$ cat src/rtl/random_move_gen.sv
// rtl/random_move_gen.sv - LFSR-driven move code generator for the grid wanderer
module random_move_gen #(
   parameter logic [15:0] SEED          = 16'hACE1,
   parameter logic [15:0] TAPS          = 16'hB400,
   parameter int          STEP_DIV      = 4,
   parameter logic [3:0]  STRAIGHT_BIAS = 4'd0
) (
   input  logic        clk,
   input  logic        reset,
   input  logic        enable,
   input  logic        seed_load,
   input  logic [15:0] seed_value,
   output logic [1:0]  nextMove,
   output logic        move_valid,
   output logic [15:0] move_count
);

   typedef enum logic {IDLE = 1'b0, COUNT = 1'b1} state_t;

   localparam logic [15:0] LAST_CNT = 16'(STEP_DIV - 1);
   // Bit i is set when lfsr[7:4]==i should force a straight move (i < STRAIGHT_BIAS).
   // A lookup avoids a constant-false compare when the bias is zero.
   localparam logic [15:0] BIAS_MASK = 16'((32'd1 << STRAIGHT_BIAS) - 32'd1);

   state_t      state_q, state_d;
   logic [15:0] cnt_q, cnt_d;
   logic [15:0] lfsr_q, lfsr_d;
   logic [1:0]  next_move_q, next_move_d;   // also serves as the last emitted move
   logic        have_moved_q, have_moved_d;
   logic        move_valid_q, move_valid_d;
   logic [15:0] move_count_q, move_count_d;

   logic [15:0] lfsr_step;
   logic [1:0]  raw;
   logic [1:0]  cand;

   // State register: every flop, with synchronous reset taking priority.
   always_ff @(posedge clk) begin
      if (reset) begin
         state_q      <= IDLE;
         cnt_q        <= 16'd0;
         lfsr_q       <= SEED;
         next_move_q  <= 2'b00;
         have_moved_q <= 1'b0;
         move_valid_q <= 1'b0;
         move_count_q <= 16'd0;
      end else begin
         state_q      <= state_d;
         cnt_q        <= cnt_d;
         lfsr_q       <= lfsr_d;
         next_move_q  <= next_move_d;
         have_moved_q <= have_moved_d;
         move_valid_q <= move_valid_d;
         move_count_q <= move_count_d;
      end
   end

   // Next-state: run the cadence only while enable is held high.
   always_comb begin
      state_d = state_q;
      case (state_q)
         IDLE:    if (enable)  state_d = COUNT;
         COUNT:   if (!enable) state_d = IDLE;
         default: state_d = IDLE;
      endcase
   end

   // LFSR: a seed load wins over the advance; a zero seed would lock the LFSR, so substitute SEED.
   always_comb begin
      lfsr_step = {1'b0, lfsr_q[15:1]} ^ (lfsr_q[0] ? TAPS : 16'h0000);
      lfsr_d    = lfsr_q;
      if (seed_load) begin
         lfsr_d = (seed_value == 16'h0000) ? SEED : seed_value;
      end else if (enable) begin
         lfsr_d = lfsr_step;
      end
   end

   // Candidate move from the pre-advance LFSR: optional straight bias, reversals turned perpendicular.
   always_comb begin
      raw  = lfsr_q[1:0];
      cand = raw;
      if (have_moved_q && BIAS_MASK[lfsr_q[7:4]]) begin
         cand = next_move_q;
      end else if (have_moved_q && (raw == (next_move_q ^ 2'b01))) begin
         cand = raw ^ 2'b10;
      end
   end

   // Outputs: step counter, and on the final count the emit of a new move with a one-cycle pulse.
   always_comb begin
      cnt_d        = 16'd0;
      move_valid_d = 1'b0;
      next_move_d  = next_move_q;
      have_moved_d = have_moved_q;
      move_count_d = move_count_q;
      if ((state_q == COUNT) && enable) begin
         if (cnt_q == LAST_CNT) begin
            move_valid_d = 1'b1;
            next_move_d  = cand;
            have_moved_d = 1'b1;
            move_count_d = move_count_q + 16'd1;
         end else begin
            cnt_d = cnt_q + 16'd1;
         end
      end
   end

   assign nextMove   = next_move_q;
   assign move_valid = move_valid_q;
   assign move_count = move_count_q;

endmodule

$ cat config.mk
export PLATFORM = sky130hd
export DESIGN_NAME = random_move_gen
export DESIGN_NICKNAME = d
export VERILOG_FILES = /design/src/rtl/random_move_gen.sv
export SDC_FILE = /design/constraint.sdc
export NUM_CORES = 1
export LEC_CHECK = 0
export ABC_CLOCK_PERIOD_IN_PS = 1900
export CELL_PAD_IN_SITES_DETAIL_PLACEMENT = 1
export CELL_PAD_IN_SITES_GLOBAL_PLACEMENT = 2
export CORE_MARGIN = 3
export CORE_UTILIZATION = 34
export CTS_BUF_LIST = sky130_fd_sc_hd__clkbuf_2 sky130_fd_sc_hd__clkbuf_4 sky130_fd_sc_hd__clkbuf_8
export CTS_CLUSTER_SIZE = 10
export DETAILED_ROUTE_END_ITERATION = 8
export PLACE_DENSITY = 0.9
export SYNTH_ARGS = -nofsm -noshare
export SYNTH_HDL_FRONTEND = slang
export SYNTH_SLANG_ARGS = --single-unit
export TNS_END_PERCENT = 30
$ cat constraint.sdc
create_clock -name clk -period 1.9 [get_ports clk]
set_input_delay 0.19 -clock clk [delete_from_list [all_inputs] [get_ports clk]]
set_output_delay 0.19 -clock clk [all_outputs]
set_load 0.05 [all_outputs]
==> results.md, run 1 <==
* CTS tree: built
* Core outline area at ~7000 µm²
* Slew margin rel. at 0.6352
* Final Wtd Congestion at 0.7452
* Crit path capture: move_count[3]
* RR Endpoint: move_count[14]
* Number of synthesized flops with an enable pin at 0
* ANT nets after route at 0
* Crit path kind: reg2out
* Power Dens Cells at around 610 nW/µm²
* Final hold vios at 0
* Antenna cell count at 0
* Final Cycle Share at 0.9701
* Worst skew pair latency at around 0.3 ns
* Vias in the first global route at approximately 2300
* Number of synthesis warnings at 0
* Comb pwr share at 0.089
* Max-slew violation count at 0
* Clk buf depth at 2
* Net Sw Frac at 0.2279
* Synth unique cells at 36
* Share of cells above drive strength 1 at 0.1721
* Remaining Overflow, GRT at 0
* Overall power at a little over 2000 µW
* Largest family of logic cells by synthesized area: simple AND/OR/NAND/NOR gates
* Multi-input gate area at 1436 µm²
* Sink Count at 53
* Leakage power at around 0.0012 µW
* Die span in x at 91.96 µm
* First-pass GRT wire length at 10630 µm
* Flop2flop setup slack at 0.06 ns
* DR WL/cell at approximately 15 µm
* Compound-cell area share of the yosys netlist at 0.07520
* Crit. End Element: output port
* DRT iter0 DRCs at 78
* Htree depth at 2
* Xor-xnor portion of the synthesized cell area at 0.09761
* Total GRT Usage at 0.1516
* Simple-gate share of the synthesized area at 0.3053
* Post-Syn Area per Cell at 9.005 µm²
* IO buf count at 38
* Ys async rst share at 0
* DP HPWL at 4537 µm
* Routed vias/inst at 5.182
* Max Freq at approximately 540 MHz
* Final std cells w/o fill at 433
* Post-synth top area share at 0.4223
* CP max stage delay at 0.86 ns
* Vias at 2244
* Die Ht at around 92 µm
* Slew @ Worst Pin at about 0.55 ns
* Worst R2R Path Depth at 7
* Storage element area at 1066 µm²
* Pin count of the biggest net entering global routing at 25
* Initial Util at 0.3599
* Clock share of power at 0.342
* Synthesized cell area at 2512 µm²
* Final setup fails at 0
* Sequential share of the synthesized area at 0.4223
* Minimum clock period at 1.843 ns
* Clock Skew at 0.008962 ns
* Syn Inst Count at 279
* Worst Setup SP: move_count[3]
* Root buf cell: clkbuf_8
* Worst path top cell family by delay: buffers and inverters
* Fill cell count at 843
* Max Cap Viol at 0
* RR Startpoint: cnt_q[1]
* Placed inst area at 3124 µm²
* Most instantiated cells after synthesis: dfxtp_1, nor2_1, xnor2_1
* Ports at 39
* CTS buffer count at 5
* Worst path cell trace: clkdlybuf4s50_1
* Switch Pwr at 460.5 µW
* Cell taking the most area after synthesis: dfxtp_1
* Initial antenna violation count at 0
* CP bufs+invs at 1
* Run status: finished clean
* Core Rows at 30
* #FFs+latches synth at 53
* Top post-synthesis cells by area: dfxtp_1, nor2_1, xnor2_1
* Internal Power at 1560 µW
* Clock slew at reported path FFs at 0.09 ns
* Post-synthesis adder-cell area fraction at 0.009960
* Mux cell area share after synthesis at 0.05876
* # DRC at 0
* Design Area, Final at 3323 µm²
* Hold WC Path Type: reg2reg
* Placed cells at 421
* P&R area growth vs syn at 32.27%
* Worst vdd ir at ~0.26 mV
* Worst Path Required at 1.71 ns
* Nets at 358
* Crit-path slowest cell: clkdlybuf4s50_1
* CP startpoint kind: register
* Sequential power share at 0.569
* Main flop type after synthesis: dfxtp_1
* Critical Path AT at 1.65 ns
* Largest fanout on the critical path at 7
* Synthesized Nets at 301
* Die area at ~8500 µm²
* Critical path depth in cells at 1
* RSZ-0062 raised after global routing: true
* Final wirelength at 6641 µm
* First drt pass iteration count at 4
power groups by stage:
stage | logic [µW] | registers, µW | clock network (µW)
after floorplan | 106 | 1170 | 0
after global routing | 200 | 1150 | 764
after global placement | 175 | 1180 | 0
final | 181 | 1150 | 690
after CTS | 182 | 1150 | 714
after detailed placement | 180 | 1180 | 0
cell usage in the layout, fill, tap and decap left out, types with 8 or more instances in the layout:
cell,n
mux2i_1,8
dfxtp_1,51
xnor2_1,20
buf_4,21
a21oi_1,16
nand3_1,8
clkdlybuf4s50_1,38
nand2_1,15
o22ai_1,8
xor2_1,8
nor2_1,53
nand4_1,9
nand2b_1,9
what timing repair did:
item	in CTS	in global routing
gates cloned	0	1
setup buffers	1	2
setup endpoints to repair	8	29
pin swaps	1	6
hold buffers	0	0
resized for setup	1	12
how the worst min path moves through the flow:
stage,from,to,slack (ns),cells after the start
global route,lfsr_q[1],nextMove[1],0.53,2
global placement,have_moved_q,have_moved_q,0.45,2
floorplan,seed_value[14],lfsr_q[14],0.33,2
finish,have_moved_q,have_moved_q,0.49,2
CTS,have_moved_q,have_moved_q,0.49,2
detailed placement,have_moved_q,have_moved_q,0.46,2
metal layers:
layer  track usage  vias to the layer above  share of wire  routed length [µm]
li1              -                     1097              -                   -
met1        0.1901                     1097           0.46                3053
met2        0.2591                       41           0.49                3242
met3       0.03199                        9          0.041                 269
met4       0.04827                        0          0.011                  76
met5             0                        -              0                   0
per-stage QoR:
step	hold slack, ns	util	worst slack, ns	setup TNS, ns
floorplan	0.3286	-	0.07757	0
global placement	0.4527	0.4475	0.1087	0
detailed placement	0.4635	0.4475	-0.004517	-0.004517
CTS	0.4864	0.4640	-0.01437	-0.02106
global route	0.5272	0.4760	-0.03082	-0.1182
finish	0.4859	0.4760	0.05687	0
layout make-up:
class | count | area share
Timing Repair Buffer | 62 | 0.1747
Clock buffer | 7 | 0.02899
Inverter | 5 | 0.005648
Clock inverter | 1 | 0.001506
Tap cell | 96 | 0.03614
Sequential cell | 53 | 0.3208
Multi-Input combinational cell | 209 | 0.4322
cells by family after synthesis:
family / after synthesis
and+or+nand+nor: 132
adders and majority gates: 2
AOI/OAI and AO/OA: 32
xor gates and xnor gates: 28
buffers and inverters: 18
muxes: 14
DFF: 53
state kept, by name, summed over array words and instances, names as in the netlist:
| name | cells |
|---|---|
| cnt_q | 16 |
| lfsr_q | 16 |
| move_count | 16 |
| nextMove | 2 |
| have_moved_q | 1 |
| move_valid | 1 |
| state_q | 1 |
(Power assumes the default switching activity.)
==> inputs of run 2 (changes only) <==
--- a/config.mk
+++ b/config.mk
@@ -14,6 +14,7 @@
 export CTS_CLUSTER_SIZE = 10
 export DETAILED_ROUTE_END_ITERATION = 8
 export PLACE_DENSITY = 0.9
+export SLEW_MARGIN = 10
 export SYNTH_ARGS = -nofsm -noshare
 export SYNTH_HDL_FRONTEND = slang
 export SYNTH_SLANG_ARGS = --single-unit
==> results of run 2 <==
Final layout, timing and power as in run 1 (identical DEF).
